<file path="src/rtl/seg_scan_mux_if.sv">
// rtl/seg_scan_mux_if.sv - bus bundle between the display scanner and its driver
// Purpose: groups the load/config inputs and the digit/anode outputs of seg_scan_mux.
// Signals:
//   Load, DataIn[15:0]   value capture into the pending register
//   BlankMask[3:0], LZB  live per-digit blanking controls
//   Out3..Out0           nibble of the active digit (decoder In3..In0)
//   An[3:0]              active-low one-hot anode enables
//   FrameDone            one-cycle pulse after each frame boundary
interface seg_scan_mux_if;
    logic        Load;
    logic [15:0] DataIn;
    logic [3:0]  BlankMask;
    logic        LZB;
    logic        Out3;
    logic        Out2;
    logic        Out1;
    logic        Out0;
    logic [3:0]  An;
    logic        FrameDone;

    modport master (
        output Load, DataIn, BlankMask, LZB,
        input  Out3, Out2, Out1, Out0, An, FrameDone
    );

    modport slave (
        input  Load, DataIn, BlankMask, LZB,
        output Out3, Out2, Out1, Out0, An, FrameDone
    );
endinterface

</file>
<file path="src/rtl/seg_scan_mux.sv">
// rtl/seg_scan_mux.sv - four-digit time-multiplexed 7-segment scanner
// Purpose: steps through the four nibbles of a double-buffered 16-bit value at
//          REFRESH_DIV clocks per digit, with per-digit masking and leading-zero blanking.
// Ports:
//   Clk    system clock, rising edge
//   Reset  asynchronous active-high reset
//   bus    seg_scan_mux_if.slave (Load/DataIn/BlankMask/LZB in; Out3..Out0/An/FrameDone out)
module seg_scan_mux #(
    parameter int REFRESH_DIV = 100000
) (
    input  logic           Clk,
    input  logic           Reset,
    seg_scan_mux_if.slave  bus
);
    localparam int PW = (REFRESH_DIV <= 2) ? 1 : $clog2(REFRESH_DIV);
    localparam logic [PW-1:0] PRESC_LAST = PW'(REFRESH_DIV - 1);

    logic [PW-1:0] presc_q, presc_d;
    logic [1:0]    idx_q, idx_d;
    logic [15:0]   value_q, value_d;
    logic [15:0]   pend_q, pend_d;
    logic          pend_valid_q, pend_valid_d;
    logic [3:0]    nib_q, nib_d;
    logic [3:0]    an_q, an_d;
    logic          fd_q, fd_d;

    logic          tick;
    logic          boundary;
    logic [3:0]    lzb_blank;
    logic [3:0]    nib_sel;
    logic          dark;

    always_comb begin
        tick     = (presc_q == PRESC_LAST);
        boundary = tick && (idx_q == 2'd3);

        presc_d = tick ? '0 : presc_q + 1'b1;
        idx_d   = tick ? idx_q + 2'd1 : idx_q;

        // Commit uses the pending value from before this edge, so a Load on
        // the boundary edge only becomes the pending value for the next frame.
        value_d = (boundary && pend_valid_q) ? pend_q : value_q;

        pend_d       = pend_q;
        pend_valid_d = pend_valid_q;
        if (bus.Load) begin
            pend_d       = bus.DataIn;
            pend_valid_d = 1'b1;
        end else if (boundary) begin
            pend_valid_d = 1'b0;
        end

        // Blanking chains down from the top digit; digit 0 always shows.
        lzb_blank[3] = bus.LZB && (value_d[15:12] == 4'h0);
        lzb_blank[2] = lzb_blank[3] && (value_d[11:8] == 4'h0);
        lzb_blank[1] = lzb_blank[2] && (value_d[7:4] == 4'h0);
        lzb_blank[0] = 1'b0;

        case (idx_d)
            2'd0:    nib_sel = value_d[3:0];
            2'd1:    nib_sel = value_d[7:4];
            2'd2:    nib_sel = value_d[11:8];
            default: nib_sel = value_d[15:12];
        endcase

        dark = bus.BlankMask[idx_d] | lzb_blank[idx_d];

        nib_d = tick ? nib_sel : nib_q;
        an_d  = an_q;
        if (tick) begin
            an_d = dark ? 4'b1111 : ~(4'b0001 << idx_d);
        end

        fd_d = boundary;
    end

    always_ff @(posedge Clk or posedge Reset) begin
        if (Reset) begin
            presc_q      <= '0;
            idx_q        <= 2'd3;
            value_q      <= 16'h0000;
            pend_q       <= 16'h0000;
            pend_valid_q <= 1'b0;
            nib_q        <= 4'h0;
            an_q         <= 4'b1111;
            fd_q         <= 1'b0;
        end else begin
            presc_q      <= presc_d;
            idx_q        <= idx_d;
            value_q      <= value_d;
            pend_q       <= pend_d;
            pend_valid_q <= pend_valid_d;
            nib_q        <= nib_d;
            an_q         <= an_d;
            fd_q         <= fd_d;
        end
    end

    assign {bus.Out3, bus.Out2, bus.Out1, bus.Out0} = nib_q;
    assign bus.An        = an_q;
    assign bus.FrameDone = fd_q;
endmodule

</file>
<file path="src/flat_wrapper.sv">
// flat-port wrapper written by rule: the top's interface ports become plain ports
module seg_scan_mux_flat 
#(
    parameter int REFRESH_DIV = 100000
)
  (Clk, Reset, bus_Load, bus_DataIn, bus_BlankMask, bus_LZB, bus_Out3, bus_Out2, bus_Out1, bus_Out0, bus_An, bus_FrameDone);
  seg_scan_mux_if bus_i ();
  input  logic Clk;
  input  logic Reset;
  input wire logic [$bits(bus_i.Load)-1:0] bus_Load;
  input wire logic [$bits(bus_i.DataIn)-1:0] bus_DataIn;
  input wire logic [$bits(bus_i.BlankMask)-1:0] bus_BlankMask;
  input wire logic [$bits(bus_i.LZB)-1:0] bus_LZB;
  output wire logic [$bits(bus_i.Out3)-1:0] bus_Out3;
  output wire logic [$bits(bus_i.Out2)-1:0] bus_Out2;
  output wire logic [$bits(bus_i.Out1)-1:0] bus_Out1;
  output wire logic [$bits(bus_i.Out0)-1:0] bus_Out0;
  output wire logic [$bits(bus_i.An)-1:0] bus_An;
  output wire logic [$bits(bus_i.FrameDone)-1:0] bus_FrameDone;
  assign bus_i.Load = bus_Load;
  assign bus_i.DataIn = bus_DataIn;
  assign bus_i.BlankMask = bus_BlankMask;
  assign bus_i.LZB = bus_LZB;
  assign bus_Out3 = bus_i.Out3;
  assign bus_Out2 = bus_i.Out2;
  assign bus_Out1 = bus_i.Out1;
  assign bus_Out0 = bus_i.Out0;
  assign bus_An = bus_i.An;
  assign bus_FrameDone = bus_i.FrameDone;
  seg_scan_mux #(.REFRESH_DIV(REFRESH_DIV)) u_core (.Clk(Clk), .Reset(Reset), .bus(bus_i));
endmodule
</file>
<file path="config.mk">
export PLATFORM = sky130hd
export DESIGN_NAME = seg_scan_mux_flat
export DESIGN_NICKNAME = d
export VERILOG_FILES = /design/src/rtl/seg_scan_mux_if.sv /design/src/rtl/seg_scan_mux.sv /design/src/flat_wrapper.sv
export SDC_FILE = /design/constraint.sdc
export NUM_CORES = 1
export LEC_CHECK = 0
export CELL_PAD_IN_SITES_DETAIL_PLACEMENT = 0
export CELL_PAD_IN_SITES_GLOBAL_PLACEMENT = 2
export CORE_ASPECT_RATIO = 1.4
export CORE_UTILIZATION = 37
export DETAILED_ROUTE_END_ITERATION = 10
export PLACE_DENSITY = 0.77
export SETUP_SLACK_MARGIN = 0.3
export SLEW_MARGIN = 25
export SYNTH_ARGS = -nofsm -noshare
export SYNTH_HDL_FRONTEND = slang
export SYNTH_SLANG_ARGS = --single-unit
export TNS_END_PERCENT = 50
</file>
<file path="constraint.sdc">
create_clock -name Clk -period 3.8 [get_ports Clk]
set_input_delay 0.57 -clock Clk [delete_from_list [all_inputs] [get_ports Clk]]
set_output_delay 0.57 -clock Clk [all_outputs]
set_load 0.02 [all_outputs]
</file>
==> run_results.csv <==
group,metric,value,unit
die,io_pins,33,
route,wl_per_cell,16.3,um
grt,grt_pass1_vias,2161,
synthesis,synth-seq-cells,61,
synthesis,synthDistinctLibCells,42,
timing,worst_pin_slew,783,ps
layout,layout_common_cells,"dfrtp_1 (55), clkdlybuf4s50_1 (32), nand2_1 (26), mux2_2 (20), nor2_1 (15)",
place,dp_hpwl,4550,um
cts,cts.sinks,61,
worst_setup_path,cp_slowest_stage_delay,570,ps
timing,min_period,3110,ps
grt,grt_overflow,0,
die,initial_core_util,38.1,%
timing,hold_violations,0,
die,die-area,0.00794,mm^2
layout,final_common_cell,"dfrtp_1",
timing,drv_slew,0,
grt,grt_pass1_wl,10700,um
grt,grt_util_all_layers,18.3,%
worst_setup_path,ff2ff_path_depth,9,
place,dp_slack,721,ps
worst_setup_path,critical_path.cell_chain,"ha_1, nand4_1, nor4_4, buf_4, mux2i_1, clkinv_2, a2111oi_0, a2111oi_0, mux2_2",
flow_run,max_cap_viol_count,0,
cts,cts_buffer_depth,2,
timing,fin_ws,691,ps
cts,cts_tree,"built",
worst_setup_path,cp_max_fo,14,
route,drc,0,
layout,antenna_cells,0,
layout,fill_cells,727,
worst_setup_path,critical_path.top_delay_family,"multiplexers",
synthesis,synth_edf_count,0,
synthesis,synthTopCellsByArea,"dfrtp_1 (49%), mux2_2 (8.0%), dfstp_2 (5.6%)",
cts,post_cts_resize_count,0,
worst_setup_path,cp.buffers_inverters,2,
timing,setup_tns,0,ps
status,outcome,"complete, no violations",
synthesis,synth_top_area_share,49.1,%
layout,area_delta_synth_final,21.8,%
timing,relSlewSlack,47.3,%
timing,final-setup-viol-count,0,
cts,clock_latency,340,ps
power_and_ir_drop,powerDensity,384,mW/mm^2
cts,numCtsBuffers,9,
place,gp_congestion,0.787,
timing,period_share,81.8,%
timing,fmaxAchievable,322,MHz
synthesis,ys_seq_area_share,54.7,%
cts,htreeDepth,3,
worst_setup_path,worst_setup_path_start_kind,"flop",
worst_setup_path,cp.required,4030,ps
synthesis,syn-instance-count,250,
synthesis,yosys.area.top_type,"dfrtp_1",
worst_setup_path,r2r_slack,690,ps
timing,fin_skew,9.97,ps
grt,antenna_found_initial,0,
synthesis,synth_nets,276,
die,row_count,37,
worst_setup_path,end_kind,"flop",
route,via_per_inst,5.20,
synthesis,synthesis.area,0.00280,mm^2
timing,rsz0062_at_grt,"no",
worst_setup_path,cp_slowest_cell,"mux2i_1",
route,num_vias,2011,
power_and_ir_drop,p_leak,1.61,nW
synthesis,synthArstFlopShare,100,%
layout,final_nets,311,
route,detail-route-antenna-nets,0,
cts,cts_root_buf,"clkbuf_8",
place,port_buffers,32,
worst_setup_path,crit_type,"flop to flop",
cts,post_cts_buffers,0,
worst_setup_path,cp.depth,9,
worst_setup_path,worstPathArrival,3340,ps
min_path,holdCritPathClass,"flop to flop",
die,core,0.00736,mm^2
route,finalWirelength,6300,um
route,firstDrtPassIters,4,
min_path,hold_depth,1,
cts,ctsHoldBuffers,0,
layout,drive_above_1_share,16.6,%
power_and_ir_drop,ir_drop,0.249,mV
grt,grt_max_degree,62,
die,fp.dieW,75.6,um
route,drtIter0Drc,67,
die,die_h,105,um
synthesis,synth_ff_type,"dfrtp_1",
cts,cts.reportedPaths.clkPinSlew,70,ps
worst_setup_path,cp_common_cell,"a2111oi_0",
synthesis,yosys_warnings,0,
synthesis,syn_avg_cell_area,11.2,um^2
timing,hold_slack,491,ps
## through the flow
stage | cell area (um^2) | total power [mW] | cells | utilization [%]
floorplan | 2800 | 0.720 | 250 | -
global placement | 3220 | 0.758 | 371 | 43.8
detailed placement | 3220 | 0.759 | 371 | 43.8
CTS | 3410 | 1.33 | 387 | 46.4
global route | 3410 | 1.36 | 387 | 46.4
finish | 3410 | 1.31 | 387 | 46.4
## metal layers
metal  part of all wire, %  vias up  wire length (um)  GRT usage [%]
met5                     0        -                 0              0
met4                   3.1        0               196           9.79
met3                   2.4       14               149           2.89
met2                    52       35              3290           30.2
met1                    42      987              2670           22.3
li1                      -      975                 -              -
## synthesized netlist by cell type (2+ instances only)
library cell	count
nor4_1	4
nand3_1	11
nand2_1	26
or4_1	3
nand4_1	3
a31oi_1	4
and3_1	12
or3_1	2
ha_1	2
clkbuf_1	7
xnor2_1	8
a21o_1	8
a21oi_1	6
a2111oi_0	9
a211oi_1	2
nand4bb_1	2
and2_1	2
dfstp_2	6
mux2_2	20
nor3_1	2
nor2_1	15
inv_1	7
nor2b_1	3
o22a_1	2
buf_1	2
o21ai_0	2
dfrtp_1	55
mux2i_1	6
xor2_1	6
## report_power, final
part           internal, mW  total, mW  switching (mW)
registers             0.667      0.682          0.0150
logic                0.0385     0.0624          0.0239
clock network         0.319      0.568           0.249
total                  1.02       1.31           0.288
## state kept, by name (all words and copies together) (netlist names)
register,flops
u_core.bus.An,4
u_core.bus.FrameDone,1
u_core.idx_q,2
u_core.nib_q,4
u_core.pend_q,16
u_core.pend_valid_q,1
u_core.presc_q,17
u_core.value_q,16
## area by class of cell
type	instances	area [um^2]	area share, %
inverters	9	35.0	1.03
repair buffers	35	343	10.0
multi-input cells	169	1190	34.8
flip-flops and latches	61	1530	44.9
well taps	97	121	3.55
clock inverters	4	47.5	1.39
clock buffers	12	145	4.25
## path summary, 6_finish.rpt
check,start,to
min in group asynchronous,Reset,u_core.bus.FrameDone
hold / removal,u_core.presc_q[0],u_core.presc_q[0]
max in group asynchronous,Reset,u_core.presc_q[9]
setup / recovery,u_core.presc_q[0],u_core.nib_q[3]
setup reg to reg,u_core.presc_q[0],u_core.nib_q[3]
hold reg to reg,u_core.presc_q[0],u_core.presc_q[0]
## kinds of logic (layout without fill, tap and decap cells)
kind of cell | Yosys count | after routing | share of synthesized area, %
buffers and inverters | 20 | 60 | 2.90
XOR/XNOR | 14 | 14 | 4.37
AO/OA/AOI/OAI | 37 | 37 | 9.59
flip-flops | 61 | 61 | 54.7
multiplexers | 26 | 26 | 10.2
AND/OR/NAND/NOR | 90 | 90 | 17.4
adder cells (fa/ha/maj) | 2 | 2 | 0.892
No activity file was read; power rests on OpenSTA's default activity.
